**src/rtl/tensor_pkg.sv**
```systemverilog
// Shared definitions for the tensor command sequencer: lane geometry, the op
// codes understood by the tensor lane unit, and the sequencer state encoding.
package tensor_pkg;

  localparam int LANE_W = 16;
  localparam int LANES  = 4;
  localparam int DATA_W = LANE_W * LANES;

  typedef enum logic [1:0] {
    TS_MUL  = 2'b00,
    TS_FMA  = 2'b01,
    TS_RELU = 2'b10,
    TS_RSVD = 2'b11
  } ts_op_e;

  typedef enum logic [2:0] {
    ST_IDLE   = 3'd0,
    ST_ACC    = 3'd1,
    ST_RELU   = 3'd2,
    ST_OUT    = 3'd3,
    ST_STREAM = 3'd4
  } state_e;

  // MUL and RELU produce one result per operand beat
  function automatic logic is_stream_op(input logic [1:0] op);
    return (op == TS_MUL) || (op == TS_RELU);
  endfunction

endpackage

```
**src/rtl/tensor_seq.sv**
```systemverilog
// Command sequencer feeding the combinational tensor lane unit.
// Optional feature macro: TENSOR_SEQ_FUSED_RELU_EN (fused ReLU on FMA results).
module tensor_seq
  import tensor_pkg::*;
#(
  parameter int LEN_W = 8
) (
  input  logic              clk,
  input  logic              rst,
  input  logic              cmd_valid,
  output logic              cmd_ready,
  input  logic [1:0]        cmd_op,
  input  logic [LEN_W-1:0]  cmd_len,
  input  logic [DATA_W-1:0] cmd_c,
  input  logic              cmd_relu,
  input  logic              opd_valid,
  output logic              opd_ready,
  input  logic [DATA_W-1:0] opd_a,
  input  logic [DATA_W-1:0] opd_b,
  output logic              res_valid,
  input  logic              res_ready,
  output logic [DATA_W-1:0] res_data,
  output logic              res_last,
  output logic              busy,
  output logic              ts_en,
  output logic [1:0]        ts_op,
  output logic [DATA_W-1:0] ts_a,
  output logic [DATA_W-1:0] ts_b,
  output logic [DATA_W-1:0] ts_c,
  input  logic [DATA_W-1:0] ts_out
);

  state_e              state_r, state_s;
  logic [1:0]          op_r, op_s;
  logic [LEN_W-1:0]    rem_r, rem_s;
  logic [DATA_W-1:0]   acc_r, acc_s;
  logic [DATA_W-1:0]   res_data_r, res_data_s;
  logic                res_valid_r, res_valid_s;
  logic                res_last_r, res_last_s;
  logic                opd_ready_s;
  logic                ts_en_s;
  logic [1:0]          ts_op_s;
  logic [DATA_W-1:0]   ts_a_s, ts_b_s, ts_c_s;
`ifdef TENSOR_SEQ_FUSED_RELU_EN
  logic                relu_r, relu_s;
`else
  logic                unused_relu_s;
  assign unused_relu_s = cmd_relu;
`endif

  assign cmd_ready = (state_r == ST_IDLE);
  assign busy      = (state_r != ST_IDLE);
  assign opd_ready = opd_ready_s;
  assign res_valid = res_valid_r;
  assign res_data  = res_data_r;
  assign res_last  = res_last_r;
  assign ts_en     = ts_en_s;
  assign ts_op     = ts_op_s;
  assign ts_a      = ts_a_s;
  assign ts_b      = ts_b_s;
  assign ts_c      = ts_c_s;

  // State register
  always_ff @(posedge clk) begin
    if (rst) begin
      state_r <= ST_IDLE;
    end else begin
      state_r <= state_s;
    end
  end

  // Next-state, tensor-unit drive and datapath next values
  always_comb begin
    state_s     = state_r;
    op_s        = op_r;
    rem_s       = rem_r;
    acc_s       = acc_r;
    res_data_s  = res_data_r;
    res_valid_s = res_valid_r;
    res_last_s  = res_last_r;
    opd_ready_s = 1'b0;
    ts_en_s     = 1'b0;
    ts_op_s     = 2'b00;
    ts_a_s      = {DATA_W{1'b0}};
    ts_b_s      = {DATA_W{1'b0}};
    ts_c_s      = {DATA_W{1'b0}};
`ifdef TENSOR_SEQ_FUSED_RELU_EN
    relu_s      = relu_r;
`endif
    case (state_r)
      ST_IDLE: begin
        if (cmd_valid) begin
          op_s  = cmd_op;
          rem_s = cmd_len;
          acc_s = cmd_c;
`ifdef TENSOR_SEQ_FUSED_RELU_EN
          relu_s = cmd_relu;
`endif
          if (cmd_op == TS_FMA) begin
            if (cmd_len != {LEN_W{1'b0}}) begin
              state_s = ST_ACC;
`ifdef TENSOR_SEQ_FUSED_RELU_EN
            end else if (cmd_relu) begin
              state_s = ST_RELU;
`endif
            end else begin
              state_s     = ST_OUT;
              res_valid_s = 1'b1;
              res_data_s  = cmd_c;
              res_last_s  = 1'b1;
            end
          end else if (is_stream_op(cmd_op) && (cmd_len != {LEN_W{1'b0}})) begin
            state_s = ST_STREAM;
          end else begin
            state_s = ST_IDLE;
          end
        end else begin
          state_s = ST_IDLE;
        end
      end
      ST_ACC: begin
        opd_ready_s = 1'b1;
        ts_en_s     = 1'b1;
        ts_op_s     = TS_FMA;
        ts_a_s      = opd_a;
        ts_b_s      = opd_b;
        ts_c_s      = acc_r;
        if (opd_valid) begin
          acc_s = ts_out;
          rem_s = rem_r - LEN_W'(1);
          if (rem_r == LEN_W'(1)) begin
`ifdef TENSOR_SEQ_FUSED_RELU_EN
            if (relu_r) begin
              state_s = ST_RELU;
            end else begin
              state_s     = ST_OUT;
              res_valid_s = 1'b1;
              res_data_s  = ts_out;
              res_last_s  = 1'b1;
            end
`else
            state_s     = ST_OUT;
            res_valid_s = 1'b1;
            res_data_s  = ts_out;
            res_last_s  = 1'b1;
`endif
          end else begin
            state_s = ST_ACC;
          end
        end else begin
          state_s = ST_ACC;
        end
      end
`ifdef TENSOR_SEQ_FUSED_RELU_EN
      ST_RELU: begin
        ts_en_s     = 1'b1;
        ts_op_s     = TS_RELU;
        ts_a_s      = acc_r;
        acc_s       = ts_out;
        state_s     = ST_OUT;
        res_valid_s = 1'b1;
        res_data_s  = ts_out;
        res_last_s  = 1'b1;
      end
`endif
      ST_OUT: begin
        if (res_ready) begin
          state_s     = ST_IDLE;
          res_valid_s = 1'b0;
          res_last_s  = 1'b0;
        end else begin
          state_s = ST_OUT;
        end
      end
      ST_STREAM: begin
        // a held result blocks new beats so res_data stays stable under backpressure
        opd_ready_s = (rem_r != {LEN_W{1'b0}}) && (!res_valid_r || res_ready);
        if (opd_ready_s && opd_valid) begin
          ts_en_s     = 1'b1;
          ts_op_s     = op_r;
          ts_a_s      = opd_a;
          ts_b_s      = opd_b;
          res_data_s  = ts_out;
          res_valid_s = 1'b1;
          res_last_s  = (rem_r == LEN_W'(1));
          rem_s       = rem_r - LEN_W'(1);
        end else if (res_valid_r && res_ready) begin
          res_valid_s = 1'b0;
          res_last_s  = 1'b0;
        end else begin
          res_valid_s = res_valid_r;
        end
        if ((rem_r == {LEN_W{1'b0}}) && !res_valid_r) begin
          state_s = ST_IDLE;
        end else begin
          state_s = ST_STREAM;
        end
      end
      default: begin
        state_s = ST_IDLE;
      end
    endcase
  end

  // Datapath registers; reset aborts any command in flight
  always_ff @(posedge clk) begin
    if (rst) begin
      op_r        <= 2'b00;
      rem_r       <= {LEN_W{1'b0}};
      acc_r       <= {DATA_W{1'b0}};
      res_data_r  <= {DATA_W{1'b0}};
      res_valid_r <= 1'b0;
      res_last_r  <= 1'b0;
`ifdef TENSOR_SEQ_FUSED_RELU_EN
      relu_r      <= 1'b0;
`endif
    end else begin
      op_r        <= op_s;
      rem_r       <= rem_s;
      acc_r       <= acc_s;
      res_data_r  <= res_data_s;
      res_valid_r <= res_valid_s;
      res_last_r  <= res_last_s;
`ifdef TENSOR_SEQ_FUSED_RELU_EN
      relu_r      <= relu_s;
`endif
    end
  end

endmodule

```
**config.mk**
```make
export PLATFORM = sky130hd
export DESIGN_NAME = tensor_seq
export DESIGN_NICKNAME = d
export VERILOG_FILES = /design/src/rtl/tensor_pkg.sv /design/src/rtl/tensor_seq.sv
export SDC_FILE = /design/constraint.sdc
export NUM_CORES = 1
export LEC_CHECK = 0
export ABC_AREA = 1
export BUFFER_PORTS_ARGS = -buffer_cell sky130_fd_sc_hd__buf_2
export CORE_AREA = 2 2 208 210
export CTS_BUF_LIST = sky130_fd_sc_hd__clkbuf_2 sky130_fd_sc_hd__clkbuf_4 sky130_fd_sc_hd__clkbuf_8
export DETAILED_ROUTE_END_ITERATION = 6
export DIE_AREA = 0 0 210 212
export HOLD_SLACK_MARGIN = 0.06
export PLACE_DENSITY = 0.46
export SETUP_SLACK_MARGIN = 0.4
export SYNTH_ARGS = -nofsm -noshare
export SYNTH_HDL_FRONTEND = slang
export SYNTH_SLANG_ARGS = --single-unit
```
**constraint.sdc**
```tcl
create_clock -name clk -period 2.7 [get_ports clk]
set_clock_uncertainty 0.2 [all_clocks]
set_input_delay 0.27 -clock clk [delete_from_list [all_inputs] [get_ports clk]]
set_output_delay 0.27 -clock clk [all_outputs]
set_load 0.05 [all_outputs]
```
==> After elaboration in Yosys (flattened, before gate mapping) <==
Index checks and enable logic that the tools add are counted.
{ "totals": {"word_cells": 88, "rom_bits": 0, "mem_count": 0, "reg_bits": 143, "out_inout_bits": 264, "mem_bits_rw": 0, "inputBits": 272, "latch_bits": 0} }
{ "op_classes": {"n_eq_ne": 14, "shift": 0, "n_reduce_logical": 22, "n_mux": 44, "bitwise": 0, "add_sub_neg": 1, "order_cmp": 0, "div_mod_pow": 0, "n_mul": 0} }
{ "ops": {"columns": ["cell", "count"], "rows": [
  ["two-way mux 64 bit", 11],
  ["one-hot mux 64 bit (2 select lines)", 3],
  ["one-hot mux 64 bit (3 select lines)", 1],
  ["two-way mux 8 bit", 3],
  ["one-hot mux 8 bit (3 select lines)", 1],
  ["nonzero test 8 bit", 2],
  ["two-way mux 3 bit", 5],
  ["!= test 2 bit, second input constant", 6],
  ["one-hot mux 3 bit (4 select lines)", 1],
  ["two-way mux 1 bit", 10],
  ["equality test 8 x 1 -> 1 bit, second input constant", 1],
  ["zero test 8 bit", 1],
  ["two-way mux 2 bit", 4],
  ["one-hot mux 1 bit (4 select lines)", 2],
  ["AND reduction 8 bit", 1],
  ["subtractor 8 x 1 -> 8 bit, second input constant", 1],
  ["AND reduction 7 bit", 1],
  ["nonzero test 3 bit", 2],
  ["logical AND 1 bit", 5],
  ["one-hot mux 1 bit (2 select lines)", 2],
  ["one-hot mux 2 bit (2 select lines)", 1],
  ["AND reduction 4 bit", 1],
  ["nonzero test 4 bit", 1],
  ["equality test 3 x 1 -> 1 bit, second input constant", 1],
  ["other kinds (13)", 14]
]} }

==> Longest topological paths before layout <==
{ "depth": {"depth_word": 7, "mapped_depth": 14, "ltp_nobuf": 12} }

==> Worst setup path after synthesis <==
OpenSTA, ideal clock, no wires.
{ "synth_path": {"kind": "reg-to-output", "from": "register rem_r[0]", "to": "output port ts_b[43]", "t_arrival_ps": 2373, "path_slack_ps": -143, "path_stages_with_launch": 12, "n_path_buf": 2, "required_time_ps": 2230, "cell_sequence": "dfxtp_1 inv_1 ha_1 inv_1 nor3_1 nand2_1 nand4_1 nand2_1 inv_2 buf_2 buf_2 nor2_1"} }
{ "synth_between": {"elab_chain_len": 5} }
{ "synth_rtl": {"columns": ["item", "line_no", "rtl"], "rows": [
  ["start: declaration", "tensor_seq.sv:35", "logic [LEN_W-1:0] rem_r, rem_s;"],
  ["start signal: assignment", "tensor_seq.sv:209", "rem_r <= {LEN_W{1'b0}};"],
  ["start signal: assignment", "tensor_seq.sv:219", "rem_r <= rem_s;"],
  ["nonzero test 8 bit", "tensor_seq.sv:177", "opd_ready_s = (rem_r != {LEN_W{1'b0}}) && (!res_valid_r || res_ready);"],
  ["logical AND 1 bit", "tensor_seq.sv:177", null],
  ["logical AND 1 bit", "tensor_seq.sv:178", "if (opd_ready_s && opd_valid) begin"],
  ["two-way mux 64 bit", "tensor_seq.sv:178", null],
  ["one-hot mux 64 bit (2 select lines)", "tensor_seq.sv:90", "case (state_r)"],
  ["end: declaration", "tensor_seq.sv:28", "output logic [DATA_W-1:0] ts_b,"]
]} }
Every way passes these cells.

==> Worst setup path after layout <==
{ "layout_path": {"from": "register rem_r[0]", "to": "output port ts_a[48]"} }
{ "layout_between": {"elab_chain_len": 5} }
{ "layout_rtl": {"columns": ["item", "line_no", "rtl"], "rows": [
  ["nonzero test 8 bit", "tensor_seq.sv:177", null],
  ["logical AND 1 bit", "tensor_seq.sv:177", null],
  ["logical AND 1 bit", "tensor_seq.sv:178", null],
  ["two-way mux 64 bit", "tensor_seq.sv:178", null],
  ["one-hot mux 64 bit (2 select lines)", "tensor_seq.sv:90", null],
  ["end: declaration", "tensor_seq.sv:27", "output logic [DATA_W-1:0] ts_a,"]
]} }
Every way passes these cells.

==> flow_summary.ini <==
[status]
status = finished, violations left
violations = negative setup slack

[setup_path]
startpoint = rem_r[0]
endpoint_kind = primary output
timing.critical_path.required_ns = 2.23
worst-setup-path-type = flop to primary output
start_kind = flop
crit_path_max_fanout = 6
worstPathArrival_ns = 2.30
r2r_start = rem_r[1]

[synth]
ys_seq_area_share_pct = 34.7
synth_edf_count = 0
syn_area_per_cell_um2 = 6.10
synth_top_area_cell = dfxtp_1
yosys.cell_types.count = 22
synthTopCellsByArea = dfxtp_1 (35%), nor2_1 (15%), nand2_1 (14%), inv_1 (9.7%), mux2i_1 (7.8%)
yosys_warnings = 0
ys.flop_type = dfxtp_1
syn-num-nets = 1629
ys_async_sr_fraction_pct = 0
ys_ff_latch = 143
synth_cells = 1354
synth_top_area_share_pct = 34.7
syn-cell-area_mm2 = 0.00826

[global_route]
grt_pass1_vias = 10700
antenna_found_initial = 6
grt_remaining_overflow = 0
grt_max_degree = 69
grt_use_total_pct = 18.6
grt_pass1_wl_mm = 63.1

[floorplanning]
die_w_um = 210
dieArea_mm2 = 0.0445
rows = 76
die_h_um = 212
start_util_pct = 19.4
coreArea_mm2 = 0.0425
ios = 536

[place]
hpwlAfterDp_mm = 32.5
dpl.cell_count = 2377
port_buffers = 534
gp_congestion = 0.886

[timing]
fin_hold_ws_ns = 0.142
rsz0062_at_grt = true
slew_headroom_pct = 70.8
finalSetupTns_ns = -2.41
setup_viol = 83
fin_crit_ns = 2.77
fmax_ghz = 0.361
maxSlewViolCount = 0
tightest_slew_ns = 0.438
worst_slack_ns = -0.0691
period_share_pct = 103
hold_violations = 0

[final_layout]
area_growth_pct = 99.3
drive_gt1_share_pct = 40.1
layout.nets = 2305
multi_input_area_mm2 = 0.00518
fillers = 4417
fin_cells = 2592
seqCellArea_mm2 = 0.00287

[drt]
viasPerCell = 4.28
drt-total-wl_mm = 46.4
routedWlPerCell_um = 17.9
vias = 11100
drc = 0
first_pass_iters = 6
drtAntennaViolNets = 0
drt_iter0_drc = 429

[power]
power_density_mw_per_mm2 = 497
p_leak_nw = 7.91
peakVddDrop_v = 0.000337

[clocking]
clock-sinks = 143
h-tree-depth = 4
clk_pin_slew_worst_paths_ns = 0.09
clock_path_buffers = 2
cts_tree = done
cts_buffers = 17
ctsRootBufferMaster = clkbuf_8
insertion_delay_ns = 0.47

[hold_path]
hold_start = opd_valid
hp-class = input pin to flop

[run]
cap_violations = 0
[flip-flops by register name, indices dropped and copies added, names as in the netlist]
name       flops
res_last       1
rem_r          8
op_r           2
acc_r         64
res_valid      1
res_data      64
state_r        3
[path summary, 6_finish.rpt]
check	cells after the start	to	slack, ns
worst max-delay path	12	ts_a[48]	-0.07
worst min-delay path	6	res_last	0.14
worst max register to register	11	res_valid	0.43
worst min register to register	2	op_r[0]	0.28
[logic make-up (layout without fill, tap and decap cells)]
family,Yosys count,count (layout),share of synthesized area [%]
other,0,5,0
adder cells (fa/ha/maj),3,3,0.454
AND/OR/NAND/NOR,677,677,31.3
flip-flops,143,143,34.7
buffers and inverters,306,993,15.1
AO/OA/AOI/OAI,161,161,10.8
multiplexers,64,64,7.75
[layer usage]
metal / wire, µm / global-route usage, %
met2: 23100 / 31.8
met5: 15 / 0
met3: 3210 / 6.04
met1: 17500 / 20.0
met4: 2550 / 11.4
[where the power goes]
group | internal (mW) | total, mW | switching [mW]
Clock | 1.19 | 2.12 | 0.929
Combinational | 1.32 | 3.59 | 2.28
Sequential | 2.35 | 2.47 | 0.125
[through the flow]
| step | setup WS [ns] | instance area, µm² | utilization (%) | total power [mW] |
|---|---|---|---|---|
| after floorplan | 0.0442 | 8530 | - | 4.42 |
| after global placement | 0.265 | 11900 | 28.0 | 5.28 |
| after detailed placement | 0.258 | 11900 | 28.0 | 5.29 |
| after CTS | -0.109 | 14800 | 34.8 | 7.87 |
| after global routing | -0.175 | 16500 | 38.7 | 8.61 |
| final | -0.0691 | 16500 | 38.7 | 8.19 |
[cell usage after synthesis, types with 3 or more instances]
library cell,n
dfxtp_1,143
nor2_1,341
ha_1,3
buf_4,15
buf_2,33
mux2i_1,64
nand2_1,313
o21ai_0,81
a21oi_1,12
nand4_1,4
nand3_1,13
a31oi_1,66
buf_1,8
inv_2,6
inv_1,214
clkbuf_1,30
[critical path: stages (launching register included)]
cell       delay (ns)
dfxtp_2          0.36
inv_4            0.05
ha_4             0.15
inv_2            0.05
nor3_2           0.04
nand2_2          0.10
nand4_1          0.18
nand2_4          0.11
buf_12           0.20
buf_12           0.18
clkinv_16        0.09
nor2_4           0.12
buf_8            0.16
[cell usage in the layout (no fill, tap or decap), types with 10 or more instances in the layout]
master and instances:
clkbuf_8 21, nand2_1 308, mux2i_1 64, nor2_1 180, nor2_2 49, buf_8 46
dlygate4sd3_1 145, o21ai_0 80, nand3_1 12, dfxtp_1 136, a31oi_1 66, buf_4 37
a21oi_1 12, buf_6 115, clkbuf_4 16, buf_12 17, nor2_4 114, clkbuf_16 10
inv_1 210, buf_2 347
[final cells by class]
class | count | area share (%)
Antenna cell | 5 | 0.0760
Timing Repair Buffer | 738 | 38.3
Multi-Input combinational cell | 905 | 31.5
Inverter | 220 | 5.21
Tap cell | 546 | 4.15
Sequential cell | 143 | 17.5
Clock inverter | 9 | 1.09
Timing Repair inverter | 5 | 0.539
Clock buffer | 21 | 1.76
[repair_timing]
item,CTS,global route
endpoints found under the hold margin,143,0
hold buffers,145,0
gates cloned,2,16
gates resized for setup,306,385
setup endpoints to repair,198,237
pin swaps,2,7
buffers inserted,2,15
Note: power is estimated with default switching activity, not from simulation.
